<file path="src/rtl/tape_pkg.sv">
// Shared types and default sizing for the tape loader and the TuringMachine core.
package tape_pkg;

  localparam int TAPE_WIDTH = 4;
  localparam int TAPE_DEPTH = 64;

  typedef enum logic [1:0] {
    COLLECT  = 2'd0,
    STREAM   = 2'd1,
    FINISHED = 2'd2
  } loader_state_t;

endpackage

</file>
<file path="src/rtl/tape_loader_debouncer.sv">
// Level debouncer: accepts a raw level change after DEBOUNCE_CYCLES consecutive
// differing samples and emits a one-cycle registered pulse on each accepted rise.
module Debouncer #(
  parameter int DEBOUNCE_CYCLES = 1000
) (
  input  logic clock,
  input  logic reset,
  input  logic raw,
  output logic level,
  output logic rise
);

  localparam int CW = $clog2(DEBOUNCE_CYCLES + 1);
  localparam logic [CW-1:0] RUN_LAST = CW'(DEBOUNCE_CYCLES - 1);

  logic [CW-1:0] run_q;
  logic          level_q;
  logic          rise_q;

  // NOTE: sequential state uses non-blocking assignments so every register
  // samples pre-edge values, independent of statement order.
  always_ff @(posedge clock) begin
    if (reset) begin
      run_q   <= '0;
      level_q <= 1'b0;
      rise_q  <= 1'b0;
    end else begin
      rise_q <= 1'b0;
      if (raw == level_q) begin
        run_q <= '0;
      end else if (run_q == RUN_LAST) begin
        level_q <= raw;
        run_q   <= '0;
        rise_q  <= raw;
      end else begin
        run_q <= run_q + CW'(1);
      end
    end
  end

  assign level = level_q;
  assign rise  = rise_q;

endmodule

</file>
<file path="src/rtl/tape_loader.sv">
// Captures debounced Next presses into a symbol buffer, then on Done replays
// the buffer to the core over a valid/ready stream.
module tape_loader
  import tape_pkg::*;
#(
  parameter int WIDTH           = TAPE_WIDTH,
  parameter int DEPTH           = TAPE_DEPTH,
  parameter int DEBOUNCE_CYCLES = 1000
) (
  input  logic                       clock,
  input  logic                       reset,
  input  logic                       next_level,
  input  logic                       done_level,
  input  logic [WIDTH-1:0]           sym_in,
  output logic [WIDTH-1:0]           load_data,
  output logic                       load_valid,
  input  logic                       load_ready,
  output logic                       load_last,
  output logic [$clog2(DEPTH+1)-1:0] count,
  output logic                       overflow,
  output logic                       stream_done
);

  localparam int CW = $clog2(DEPTH + 1);
  localparam int AW = (DEPTH > 1) ? $clog2(DEPTH) : 1;
  localparam logic [CW-1:0] DEPTH_C = CW'(DEPTH);

  loader_state_t state_q, state_d;
  logic [CW-1:0] count_q, count_d;
  logic [CW-1:0] rd_q, rd_d;
  logic [CW-1:0] last_idx;
  logic          overflow_q, overflow_d;
  logic          wr_en;
  logic [WIDTH-1:0] buffer_q [DEPTH];

  logic next_db, done_db, next_rise, done_rise;
  logic unused_levels;

  Debouncer #(.DEBOUNCE_CYCLES(DEBOUNCE_CYCLES)) u_next_db (
    .clock (clock),
    .reset (reset),
    .raw   (next_level),
    .level (next_db),
    .rise  (next_rise)
  );

  Debouncer #(.DEBOUNCE_CYCLES(DEBOUNCE_CYCLES)) u_done_db (
    .clock (clock),
    .reset (reset),
    .raw   (done_level),
    .level (done_db),
    .rise  (done_rise)
  );

  assign unused_levels = ^{next_db, done_db};
  assign last_idx      = count_q - CW'(1);

  always_ff @(posedge clock) begin
    if (reset) begin
      state_q    <= COLLECT;
      count_q    <= '0;
      rd_q       <= '0;
      overflow_q <= 1'b0;
    end else begin
      state_q    <= state_d;
      count_q    <= count_d;
      rd_q       <= rd_d;
      overflow_q <= overflow_d;
    end
  end

  // NOTE: the buffer has no reset; it is only read below count, so clearing it
  // would buy nothing and would prevent mapping it onto plain storage.
  always_ff @(posedge clock) begin
    if (wr_en) buffer_q[count_q[AW-1:0]] <= sym_in;
  end

  // NOTE: every signal gets a default before the case so no path leaves it
  // unassigned, which would otherwise infer a latch.
  always_comb begin
    state_d    = state_q;
    count_d    = count_q;
    rd_d       = rd_q;
    overflow_d = overflow_q;
    wr_en      = 1'b0;
    unique case (state_q)
      COLLECT: begin
        if (next_rise) begin
          if (count_q < DEPTH_C) begin
            wr_en   = 1'b1;
            count_d = count_q + CW'(1);
          end else begin
            overflow_d = 1'b1;
          end
        end
        // Done sees the count already bumped by a same-cycle Next.
        if (done_rise) begin
          rd_d    = '0;
          state_d = (count_d != '0) ? STREAM : FINISHED;
        end
      end
      STREAM: begin
        if (load_ready) begin
          rd_d = rd_q + CW'(1);
          if (rd_q == last_idx) state_d = FINISHED;
        end
      end
      FINISHED: ;
      default: state_d = COLLECT;
    endcase
  end

  always_comb begin
    load_valid  = (state_q == STREAM);
    load_data   = load_valid ? buffer_q[rd_q[AW-1:0]] : '0;
    load_last   = load_valid && (rd_q == last_idx);
    stream_done = (state_q == FINISHED);
  end

  assign count    = count_q;
  assign overflow = overflow_q;

endmodule

</file>
<file path="config.mk">
export PLATFORM = sky130hd
export DESIGN_NAME = tape_loader
export DESIGN_NICKNAME = d
export VERILOG_FILES = /design/src/rtl/tape_pkg.sv /design/src/rtl/tape_loader_debouncer.sv /design/src/rtl/tape_loader.sv
export SDC_FILE = /design/constraint.sdc
export NUM_CORES = 1
export LEC_CHECK = 0
export CORE_UTILIZATION = 30
export DETAILED_ROUTE_END_ITERATION = 16
export GPL_TIMING_DRIVEN = 0
export PLACE_DENSITY = 0.48
export SETUP_SLACK_MARGIN = 0.02
export SYNTH_ARGS = -nofsm -noshare
export SYNTH_HDL_FRONTEND = slang
export SYNTH_HIERARCHICAL = 1
export SYNTH_SLANG_ARGS = --single-unit
</file>
<file path="constraint.sdc">
create_clock -name clock -period 2.07 [get_ports clock]
set_input_delay 0.414 -clock clock [delete_from_list [all_inputs] [get_ports clock]]
set_output_delay 0.414 -clock clock [all_outputs]
set_load 0.01 [all_outputs]
</file>
# [Yosys cells after proc, flatten, opt, wreduce, memory -nomap -nowiden]
# Memory sizes are Yosys's and may differ from the RTL's. A register that Yosys moved wholly into a read port is not among the register bits.
# Index checks and enable logic that the tools add are counted.
# W data, S select, Z words.
[totals] regBits=41 ram_bits=256 wordCells=65 n_memories=1
[mem_list] memory="buffer_q" words=64 width=4 read_ports=1 rd_ports_with_merged_regs=1 wr=1 line_no="tape_loader.sv:34" source="logic [WIDTH-1:0] buffer_q [DEPTH];"
[op_classes] n_addsub=5 order_cmp=1 n_eq_ne=10 n_mux=19 bitwise=6 reduce_logical=13
[op_table] operator="$mux W7" count=5
[op_table] operator="$add A10 B1 Y10 const B" count=2
[op_table] operator="$eq A10 B10 Y1 const B" count=2
[op_table] operator="$add A7 B1 Y7 const B" count=2
[op_table] operator="$pmux W7 S2" count=1
[op_table] operator="$mux W6" count=2
[op_table] operator="$reduce_or A3 Y1" count=4
[op_table] operator="$mux W2" count=4
[op_table] operator="$eq A7 B7 Y1" count=1
[op_table] operator="$lt A7 B7 Y1 const B" count=1
[op_table] operator="$reduce_bool A7 Y1" count=1
[op_table] operator="$sub A7 B1 Y7 const B" count=1
[op_table] operator="$ne A2 B1 Y1 const B" count=3
[op_table] operator="$not A1 Y1" count=6
[op_table] operator="$pmux W2 S3" count=1
[op_table] operator="$reduce_and A3 Y1" count=2
[op_table] operator="$mux W1" count=5
[op_table] operator="$mux W4" count=1
[op_table] operator="$reduce_and A2 Y1" count=2
[op_table] operator="$reduce_and A4 Y1" count=1
[op_table] operator="$eq A1 B1 Y1" count=2
[op_table] operator="$eq A2 B1 Y1 const B" count=1
[op_table] operator="$eq A2 B2 Y1 const B" count=1
[op_table] operator="$logic_not A2 Y1" count=1
[op_table] operator="other kinds (2)" count=2

# [Depth between registers and ports, before layout]
# Gate-level depths: netlist of the first run.
[logic_depth] word_depth=8 ltp_mapped=9 depth_no_buf=7

# [Modules after synthesis]
# Netlist of the first run, hierarchy kept.
[modules_own_cells] mod="tape_loader" n_inst=1 cells_per_inst=649 area_per_inst_um2=11370.9 seq_area_each_um2=8147.8
[modules_own_cells] mod="Debouncer" n_inst=2 cells_per_inst=56 area_per_inst_um2=523.0 seq_area_each_um2=240.2

# [Worst setup path after synthesis of the first run]
# OpenSTA, ideal clock, no wires.
[synth_timing] path_kind="register to output" start="reg with a tool-made name" end="out load_data[1]" t_arrival_ns=1.811 t_required_ns=1.656 path_slack_ns=-0.155 path_stages_with_launch=7 path_cell_list="dfxtp_1 > buf_6 > mux4_1 > mux4_2 > nor2_1 > a2111oi_1 > a31o_1"
[synth_lines] element="end: declaration" line_no="tape_loader.sv:15" source="output logic [WIDTH-1:0] load_data,"

==> results of run 1 <==
[routing by layer]
layer  track usage (%)  vias to the layer above
met3              2.23                       40
met4              3.25                        0
li1                  -                     3174
met5                 0                        -
met2              23.2                      122
met1              21.9                     3591
[synth_stat cells, types with 4 or more instances]
cell	number
xnor2_1	14
dfxtp_1	47
nor2_1	109
edfxtp_1	256
ha_1	5
clkbuf_1	14
a21oi_1	13
o21ai_0	5
nand2_1	31
mux4_2	60
nor3_1	4
mux4_1	7
buf_4	4
mux2i_1	14
a31oi_1	9
nor3b_1	4
nor2b_1	8
or3_1	8
nand3_1	22
nand4_1	9
a211oi_1	4
buf_2	12
and3_1	11
nand2b_1	7
xor2_1	15
o22ai_1	7
inv_1	11
[stage by stage]
| stage | TNS (ps) | worst slack (ps) |
|---|---|---|
| floorplan | -477 | -131 |
| global placement | -420000 | -1480 |
| detailed placement | -158400 | -1510 |
| CTS | -5190 | -1110 |
| global route | -5230 | -1090 |
| finish | -4870 | -1040 |
[state kept, by name, summed over array words and instances, names as in the netlist, named ones only]
| signal | flops |
|---|---|
| u_done_db/rise | 1 |
| u_next_db/rise | 1 |
| u_done_db/level | 1 |
| count | 7 |
| rd_q | 7 |
| buffer_q | 256 |
| u_next_db/level | 1 |
| state_q | 2 |
| u_next_db/run_q | 10 |
| u_done_db/run_q | 10 |
| overflow | 1 |
[repair_timing]
| action | 4_1_cts | 5_1_grt |
|---|---|---|
| gates resized for setup | 203 | 70 |
| buffers inserted | 14 | 13 |
| setup endpoints to repair | 268 | 241 |
| pin swaps | 7 | 17 |
| gates cloned | 2 | 0 |
[final cells by class]
type	count	share of cell area, %
plain buffers	27	1.95
clock buffers	42	6.03
multi-input cells	414	27.5
clock inverters	20	1.12
inverters	11	0.263
repair buffers	55	3.69
well taps	532	4.25
flip-flops and latches	303	55.2
[worst paths after layout]
path / from / endpoint / slack, ps / cells after the start
worst max-delay path: flop / load_data[2] / -1040 / 7
worst min-delay path: sym_in[0] / buffer_q[9][0]$_DFFE_PP_ / 310 / 1
worst max register to register: count[0]$_SDFFE_PP0P_ / state_q[1]$_SDFFE_PP0P_ / 100 / 8
worst min register to register: u_done_db/run_q[0]$_SDFF_PP0_ / u_done_db/run_q[0]$_SDFF_PP0_ / 440 / 1
[report_power, final]
part / switching [mW] / internal [mW]
clock: 2.41 / 3.62
combinational: 0.104 / 0.0336
sequential: 0.00262 / 6.60
total: 2.52 / 10.3
[logic make-up (layout without fill, tap and decap cells)]
logic type / count (synthesis) / in the layout / share of synthesized area, %
flops: 303 / 303 / 69.5
simple gates: 235 / 235 / 9.18
mux: 81 / 81 / 13.5
compound gates: 64 / 64 / 3.54
buf+inv: 44 / 155 / 1.75
xor+xnor: 29 / 29 / 2.05
fa+ha+maj: 5 / 5 / 0.504
[worst max-delay path, cell delays in order, from the launching register on]
cell      delay [ps]
dfxtp_4          370
buf_12           140
mux4_2           550
mux4_2           510
nor2_2           150
a211oi_2          60
a31o_1           250
buf_2            150
==> results.sh, run 1 <==
export IMPL_synth_cell_type_count=56
export IMPL_yosysWarnings=6
export IMPL_synth_ff_type="edfxtp_1"
export IMPL_port_buffers=23
export IMPL_fin_cells=1404
export IMPL_syn_to_final_growth_pct=26.2
export IMPL_route_met3_wl_um=1140
export IMPL_fin_skew_ps=16.1
export IMPL_synth_area_um2=12400
export IMPL_cts_hold_buffers=0
export IMPL_place_congestion=0.780
export IMPL_ys_seq_elements=303
export IMPL_synth_edf_count=256
export IMPL_setup_ws_ps=-1040
export IMPL_synthTopCellsByArea="edfxtp_1 62%, mux4_2 11%, dfxtp_1 7.6%"
export IMPL_clock_sinks=303
export IMPL_vias=6927
export IMPL_arrival_ps=2690
export IMPL_ant_nets=0
export IMPL_antenna_cells=0
export IMPL_clk_path_buf_depth=3
export IMPL_final_common_cell="edfxtp_1"
export IMPL_dp_cells=1320
export IMPL_fmax_mhz=322
export IMPL_via_per_inst=4.93
export IMPL_wirelength_um=30600
export IMPL_die_x_um=205
export IMPL_slew_limit_headroom_pct=54.4
export IMPL_grt_usage_pct=14.9
export IMPL_path_class="reg -> out"
export IMPL_drt_iter0_markers=520
export IMPL_crit_required_ps=1660
export IMPL_power_mw=12.8
export IMPL_start_util_pct=30.4
export IMPL_holdCritPathClass="in -> reg"
export IMPL_fp_dieH_um=205
export IMPL_synth_cells=761
export IMPL_ctsHtreeMaxLevel=2
export IMPL_seq_area_frac_synth_pct=69.5
export IMPL_dr_wl_met2_um=14300
export IMPL_period_minus_slack_ps=3110
export IMPL_violations="negative setup slack"
export IMPL_area_sequential_um2=8650
export IMPL_status="complete, but fails checks"
export IMPL_core_area_um2=40800
export IMPL_clock_latency_ps=510
export IMPL_crit_path_end_kind="output pin"
export IMPL_yosysTopAreaCell="edfxtp_1"
export IMPL_worst_slew_pin_slew_ps=682
export IMPL_multi_input_area_um2=4320
export IMPL_drc=0
export IMPL_synth_top_cell_area_share_pct=61.9
export IMPL_max_cap_violations=0
export IMPL_final_layout_size_suffix_gt1_share_pct=36.7
export IMPL_antenna_found_initial=0
export IMPL_first_global_vias=6986
export IMPL_avgSynthCellArea_um2=16.3
export IMPL_utilization_pct=38.4
export IMPL_setup_viol=5
export IMPL_cts_tree="built"
export IMPL_pin_count=24
export IMPL_rows=74
export IMPL_final_hold_viol_count=0
export IMPL_final_area_um2=15700
export IMPL_drv_slew=0
export IMPL_firstDrtPassIters=5
export IMPL_topRoutingLayerUsed="met4"
export IMPL_hpwlAfterDp_um=19800
export IMPL_root_buffer="clkbuf_16"
export IMPL_num_nets_final=860
export IMPL_start_kind="flop"
export IMPL_wl_met1_um=14700
export IMPL_cts_buffers=34
export IMPL_grt_pass1_wl_um=45700
export IMPL_synth_nets=775
export IMPL_grt_max_degree=53
export IMPL_place_area_um2=13400
export IMPL_async_reset_ff_share_pct=0
export IMPL_n_fill_cell=3756
export IMPL_die_area_um2=42200
export IMPL_wl_per_cell_um=21.8
export IMPL_cts_clk_slew_worst_paths_ps=70
export IMPL_rsz0062_at_grt="true"
export IMPL_power_density_nw_per_um2=815
export IMPL_fin_hold_ws_ps=306
export IMPL_overflow=0
export IMPL_crit_path_max_fanout=6
export IMPL_power_leakage_nw=4.81
export IMPL_final_cell_mix="256 x edfxtp_1, 67 x mux4_2, 54 x nor2_4"
export IMPL_post_route_period_util_pct=150
export IMPL_peakVddDrop_uv=482
(Power assumes the default switching activity.)
==> run 2: changes to the inputs <==
CORE_UTILIZATION = 53   (was 30)
PLACE_DENSITY = 0.74   (was 0.48)
SLEW_MARGIN = 10   (was unset)
==> run 2 against run 1 <==
The run still ends with negative setup slack left. Die area is 43% lower. Flip-flop and latch count stayed put. Power is 3.9% lower. Register-to-register slack worse by 30 ps. Final cell count is 17% lower. Critical path type unchanged. Highest routed layer unchanged.
==> results.sh, run 2 (synthesis results as in run 1) <==
export IMPL_status="complete, but fails checks"
export IMPL_violations="negative setup slack"
export IMPL_fmax_mhz=322
export IMPL_cts_buffers=30
export IMPL_firstDrtPassIters=5
export IMPL_slew_limit_headroom_pct=55.5
export IMPL_crit_required_ps=1660
export IMPL_final_area_um2=15100
export IMPL_grt_max_degree=50
export IMPL_largest_reg_flops=256
export IMPL_rows=55
export IMPL_power_leakage_nw=4.71
export IMPL_internal_power_mw=9.89
export IMPL_post_route_period_util_pct=150
export IMPL_cts_tree="built"
export IMPL_wirelength_um=27800
export IMPL_crit_end="load_data[2]"
export IMPL_setup_ws_ps=-1040
export IMPL_first_global_vias=7329
export IMPL_final_common_cell="edfxtp_1"
export IMPL_fp_dieH_um=155
export IMPL_fin_cells=1168
export IMPL_ctsHtreeMaxLevel=1
export IMPL_syn_to_final_growth_pct=21.3
export IMPL_overflow=0
export IMPL_min_from="sym_in[0]"
export IMPL_grt_usage_pct=24.2
export IMPL_setup_viol=5
export IMPL_holdCritPathClass="in -> reg"
export IMPL_pwr_share_clk_pct=45.1
export IMPL_final_cell_mix="256 x edfxtp_1, 67 x mux4_2, 41 x nor2_1"
export IMPL_worst_r2r_endpoint="buffer_q[7][1]$_DFFE_PP_"
export IMPL_cts_hold_buffers=0
export IMPL_wl_per_cell_um=23.8
export IMPL_start_kind="flop"
export IMPL_arrival_ps=2690
export IMPL_tns_ps=-4810
export IMPL_num_nets_final=845
export IMPL_antenna_found_initial=0
export IMPL_path_class="reg -> out"
export IMPL_route_met3_wl_um=2070
export IMPL_ant_nets=0
export IMPL_max_cap_violations=0
export IMPL_p_sw_share_pct=19.5
export IMPL_vias=7122
export IMPL_final_layout_size_suffix_gt1_share_pct=35.4
export IMPL_crit_path_max_fanout=6
export IMPL_rsz0062_at_grt="true"
export IMPL_pin_count=24
export IMPL_p_switching_mw=2.39
export IMPL_r2r_slack_ps=70
export IMPL_p_comb_share_pct=1.1
export IMPL_wl_met1_um=11100
export IMPL_core_area_um2=22800
export IMPL_topRoutingLayerUsed="met4"
export IMPL_antenna_cells=0
export IMPL_dr_wl_met2_um=13900
export IMPL_cts_clk_slew_worst_paths_ps=60
export IMPL_via_per_inst=6.10
export IMPL_grt_pass1_wl_um=42900
export IMPL_drc=0
export IMPL_fin_skew_ps=11.4
export IMPL_drt_iter0_markers=593
export IMPL_place_area_um2=13100
export IMPL_period_minus_slack_ps=3110
export IMPL_final_hold_viol_count=0
export IMPL_r2r_start="u_next_db/rise$_SDFF_PP0_"
export IMPL_r2r_cells=5
export IMPL_hpwlAfterDp_um=17600
export IMPL_start_util_pct=54.5
export IMPL_crit_path_end_kind="output pin"
export IMPL_place_congestion=0.904
export IMPL_clock_latency_ps=550
export IMPL_die_area_um2=24000
export IMPL_drv_slew=0
export IMPL_clk_path_buf_depth=3
export IMPL_dp_cells=1101
export IMPL_seqPwrFrac_pct=53.8
export IMPL_port_buffers=23
export IMPL_worst_slew_pin_slew_ps=667
export IMPL_power_density_nw_per_um2=816
export IMPL_peakVddDrop_uv=553
export IMPL_root_buffer="clkbuf_16"
export IMPL_clock_sinks=303
export IMPL_die_x_um=155
[run 2: cell count changes in the layout (fill, tap and decap cells not counted), moves of 3 or more]
cell / previous run / this run
nand3_2: 3 / 6
clkbuf_16: 37 / 32
clkinv_2: 7 / 2
nor2_2: 17 / 36
nor2_4: 54 / 34
nand2_4: 2 / 6
buf_4: 20 / 13
nand2_8: 5 / 1
buf_6: 10 / 4
[run 2: area by class of cell]
cell class | instances | area (um2)
tap | 313 | 392
multi-input combinational | 414 | 4160
inverter | 11 | 41.3
sequential | 303 | 8650
buffer | 28 | 324
clock buffer | 36 | 795
fill | 1481 | 7720
clock inverter | 20 | 219
timing repair buffer | 43 | 477
[run 2: layer usage]
| layer | GRT usage, % | up-vias |
|---|---|---|
| li1 | - | 3135 |
| met1 | 32.1 | 3630 |
| met2 | 40.7 | 304 |
| met3 | 4.65 | 53 |
| met4 | 7.59 | 0 |
| met5 | 0 | - |
[run 2: how the worst min path moves through the flow]
| stage | endpoint | slack, ps | cells after the start |
|---|---|---|---|
| 2_1_floorplan | u_done_db/run_q[0]$_SDFF_PP0_ | 420 | 1 |
| 3_3_place_gp | u_next_db/run_q[0]$_SDFF_PP0_ | 430 | 1 |
| 3_5_place_dp | u_next_db/run_q[0]$_SDFF_PP0_ | 460 | 1 |
| 4_1_cts | buffer_q[30][0]$_DFFE_PP_ | 260 | 1 |
| 5_1_grt | buffer_q[54][0]$_DFFE_PP_ | 280 | 1 |
| 6_report | buffer_q[53][0]$_DFFE_PP_ | 270 | 1 |
[run 2: critical path, stage by stage (launching register included)]
cell and delay [ps]:
dfxtp_4 370, buf_12 140, mux4_2 550, mux4_2 520
nor2_2 130, a211oi_2 60, a31o_1 240, buf_2 140
[run 2: power by group through the flow]
stage / Clock (mW) / Sequential [mW] / Combinational (mW)
final: 5.54 / 6.61 / 0.138
after global routing: 5.81 / 6.60 / 0.152
after CTS: 5.56 / 6.61 / 0.138
after detailed placement: 0 / 6.74 / 0.137
after global placement: 0 / 6.75 / 0.108
after floorplan: 0 / 6.74 / 0.0188
[run 2: repair_timing]
action	4_1_cts	5_1_grt
buffers inserted	12	2
gates cloned	2	1
gates resized for setup	184	54
setup endpoints to repair	269	199
pin swaps	6	9
[run 2: metrics by stage]
step	util, %	hold slack (ps)	setup WS (ps)	power (mW)
after floorplan	-	418	-131	6.76
after global placement	57.3	432	-1260	6.86
after detailed placement	57.6	455	-1280	6.88
after CTS	64.9	262	-1100	12.3
after global routing	66.1	283	-1100	12.6
final	66.1	275	-1040	12.3
==> run 3: changes to the inputs <==
PLACE_DENSITY = 0.72   (was 0.74)
==> run 3 against run 2 <==
Largest cell class unchanged. Final area is 0.91% higher. Power is 0.92% lower. The flow still finishes with violations (negative setup slack). Critical path type unchanged. Non-clock buffer count is 8 higher. Clock-buffer cell count is 6 higher.
==> results.sh, run 3 (synthesis results as in run 1) <==
export IMPL_clock_latency_ps=550
export IMPL_r2r_start="count[0]$_SDFFE_PP0P_"
export IMPL_rows=55
export IMPL_first_global_vias=7336
export IMPL_antenna_cells=0
export IMPL_rsz0062_at_grt="true"
export IMPL_final_layout_size_suffix_gt1_share_pct=34.9
export IMPL_overflow=0
export IMPL_peakVddDrop_uv=610
export IMPL_die_area_um2=24000
export IMPL_violations="negative setup slack"
export IMPL_crit_path_end_kind="output pin"
export IMPL_grt_max_degree=50
export IMPL_clk_path_buf_depth=3
export IMPL_setup_viol=5
export IMPL_crit_path_max_fanout=6
export IMPL_tns_ps=-4900
export IMPL_largest_reg_flops=256
export IMPL_r2r_cells=9
export IMPL_holdPathStages=1
export IMPL_die_x_um=155
export IMPL_fp_dieH_um=155
export IMPL_period_minus_slack_ps=3150
export IMPL_grt_pass1_wl_um=43100
export IMPL_core_area_um2=22800
export IMPL_fmax_mhz=318
export IMPL_holdCritPathClass="in -> reg"
export IMPL_final_area_um2=15200
export IMPL_post_route_period_util_pct=152
export IMPL_start_kind="flop"
export IMPL_path_delay_family="multiplexers"
export IMPL_crit_top_cell="mux4_2"
export IMPL_ant_nets=0
export IMPL_drv_slew=0
export IMPL_setup_ws_ps=-1080
export IMPL_place_congestion=0.910
export IMPL_crit_required_ps=1660
export IMPL_max_cap_violations=0
export IMPL_fin_hold_ws_ps=268
export IMPL_path_class="reg -> out"
export IMPL_cpPeakStageDelay_ps=550
export IMPL_antenna_found_initial=0
export IMPL_firstDrtPassIters=5
export IMPL_wl_per_cell_um=24.5
export IMPL_cts_buffers=30
export IMPL_pre_cts_slack_ps=-1350
export IMPL_root_buffer="clkbuf_16"
export IMPL_cts_hold_buffers=0
export IMPL_drc=0
export IMPL_arrival_ps=2730
export IMPL_num_nets_final=853
export IMPL_hpwlAfterDp_um=17900
export IMPL_drt_iter0_markers=670
export IMPL_slew_limit_headroom_pct=57.6
export IMPL_slowest_stage="mux4_2"
export IMPL_cp_depth=7
export IMPL_worstPathCellList="buf_12, mux4_2, mux4_2, nor2_4, a2111oi_4, a31o_1, buf_2"
export IMPL_start_util_pct=54.5
export IMPL_final_hold_viol_count=0
export IMPL_final_cell_mix="256 x edfxtp_1, 67 x mux4_2, 45 x nor2_4"
export IMPL_cts_clk_slew_worst_paths_ps=60
export IMPL_cts_tree="built"
export IMPL_status="complete, but fails checks"
export IMPL_grt_usage_pct=24.2
export IMPL_cp_num_buf_inv=2
export IMPL_utilization_pct=66.7
export IMPL_worst_slew_pin_slew_ps=634
export IMPL_place_area_um2=13100
export IMPL_ctsHtreeMaxLevel=1
export IMPL_power_density_nw_per_um2=801
export IMPL_wirelength_um=28800
export IMPL_vias=7255
export IMPL_via_per_inst=6.17
export IMPL_min_from="sym_in[0]"
export IMPL_final_common_cell="edfxtp_1"
export IMPL_port_buffers=23
export IMPL_fin_skew_ps=15.8
export IMPL_power_leakage_nw=4.75
export IMPL_clock_sinks=303
export IMPL_pin_count=24
export IMPL_syn_to_final_growth_pct=22.4
run 3: cell types whose count changed in the layout (fill, tap and decap cells not counted), moves of 3 or more:
cell	previous run	this run
nand2_8	1	4
clkbuf_1	7	12
clkbuf_2	4	1
nand3_2	6	3
buf_4	13	21
nor2_4	34	45
nor2_2	36	25
clkinvlp_4	3	0
nand2_4	6	3
run 3: worst register-to-register path, cell delays in order, from the launching register on:
cell      delay, ps
dfxtp_2         350
buf_6           140
inv_1            80
ha_4            260
xnor2_1         120
a211oi_1        220
nand3_1         170
buf_4           190
o41ai_2         290
nand3_1         120
run 3: final timing paths:
check,end,slack [ps]
worst min register to register,u_done_db/run_q[0]$_SDFF_PP0_,450
worst max register to register,state_q[0]$_SDFFE_PP0P_,20
worst max-delay path,load_data[1],-1080
worst min-delay path,buffer_q[55][0]$_DFFE_PP_,270
run 3: power by group:
| part | internal [mW] | switching [mW] | total, mW |
|---|---|---|---|
| clock network | 3.19 | 2.23 | 5.42 |
| logic | 0.0369 | 0.104 | 0.141 |
| registers | 6.60 | 0.00286 | 6.61 |
| total | 9.83 | 2.34 | 12.2 |
run 3: metrics by stage:
step | instances | power (mW)
after floorplan | 761 | 6.76
after global placement | 1097 | 6.86
after detailed placement | 1101 | 6.88
after CTS | 1170 | 12.2
after global routing | 1176 | 12.4
final | 1176 | 12.2
run 3: metal layers:
metal / track usage (%) / up-vias / part of all wire [%]
met4: 8.44 / 0 / 3.2
met3: 4.40 / 63 / 7.7
met5: 0 / - / 0
met1: 33.2 / 3704 / 39
li1: - / 3144 / -
met2: 39.3 / 344 / 50
run 3: repair_timing:
item | CTS | global route
setup buffers | 14 | 8
gates resized for setup | 197 | 56
cloned | 3 | 0
pin swaps | 11 | 13
setup endpoints to repair | 269 | 192
run 3: layout make-up:
cell class,instances,area (um2)
inverter,11,41.3
clock buffer,42,837
multi-input combinational,414,4280
timing repair buffer,50,541
tap,313,392
clock inverter,14,150
buffer,29,313
sequential,303,8650
fill,1481,7580
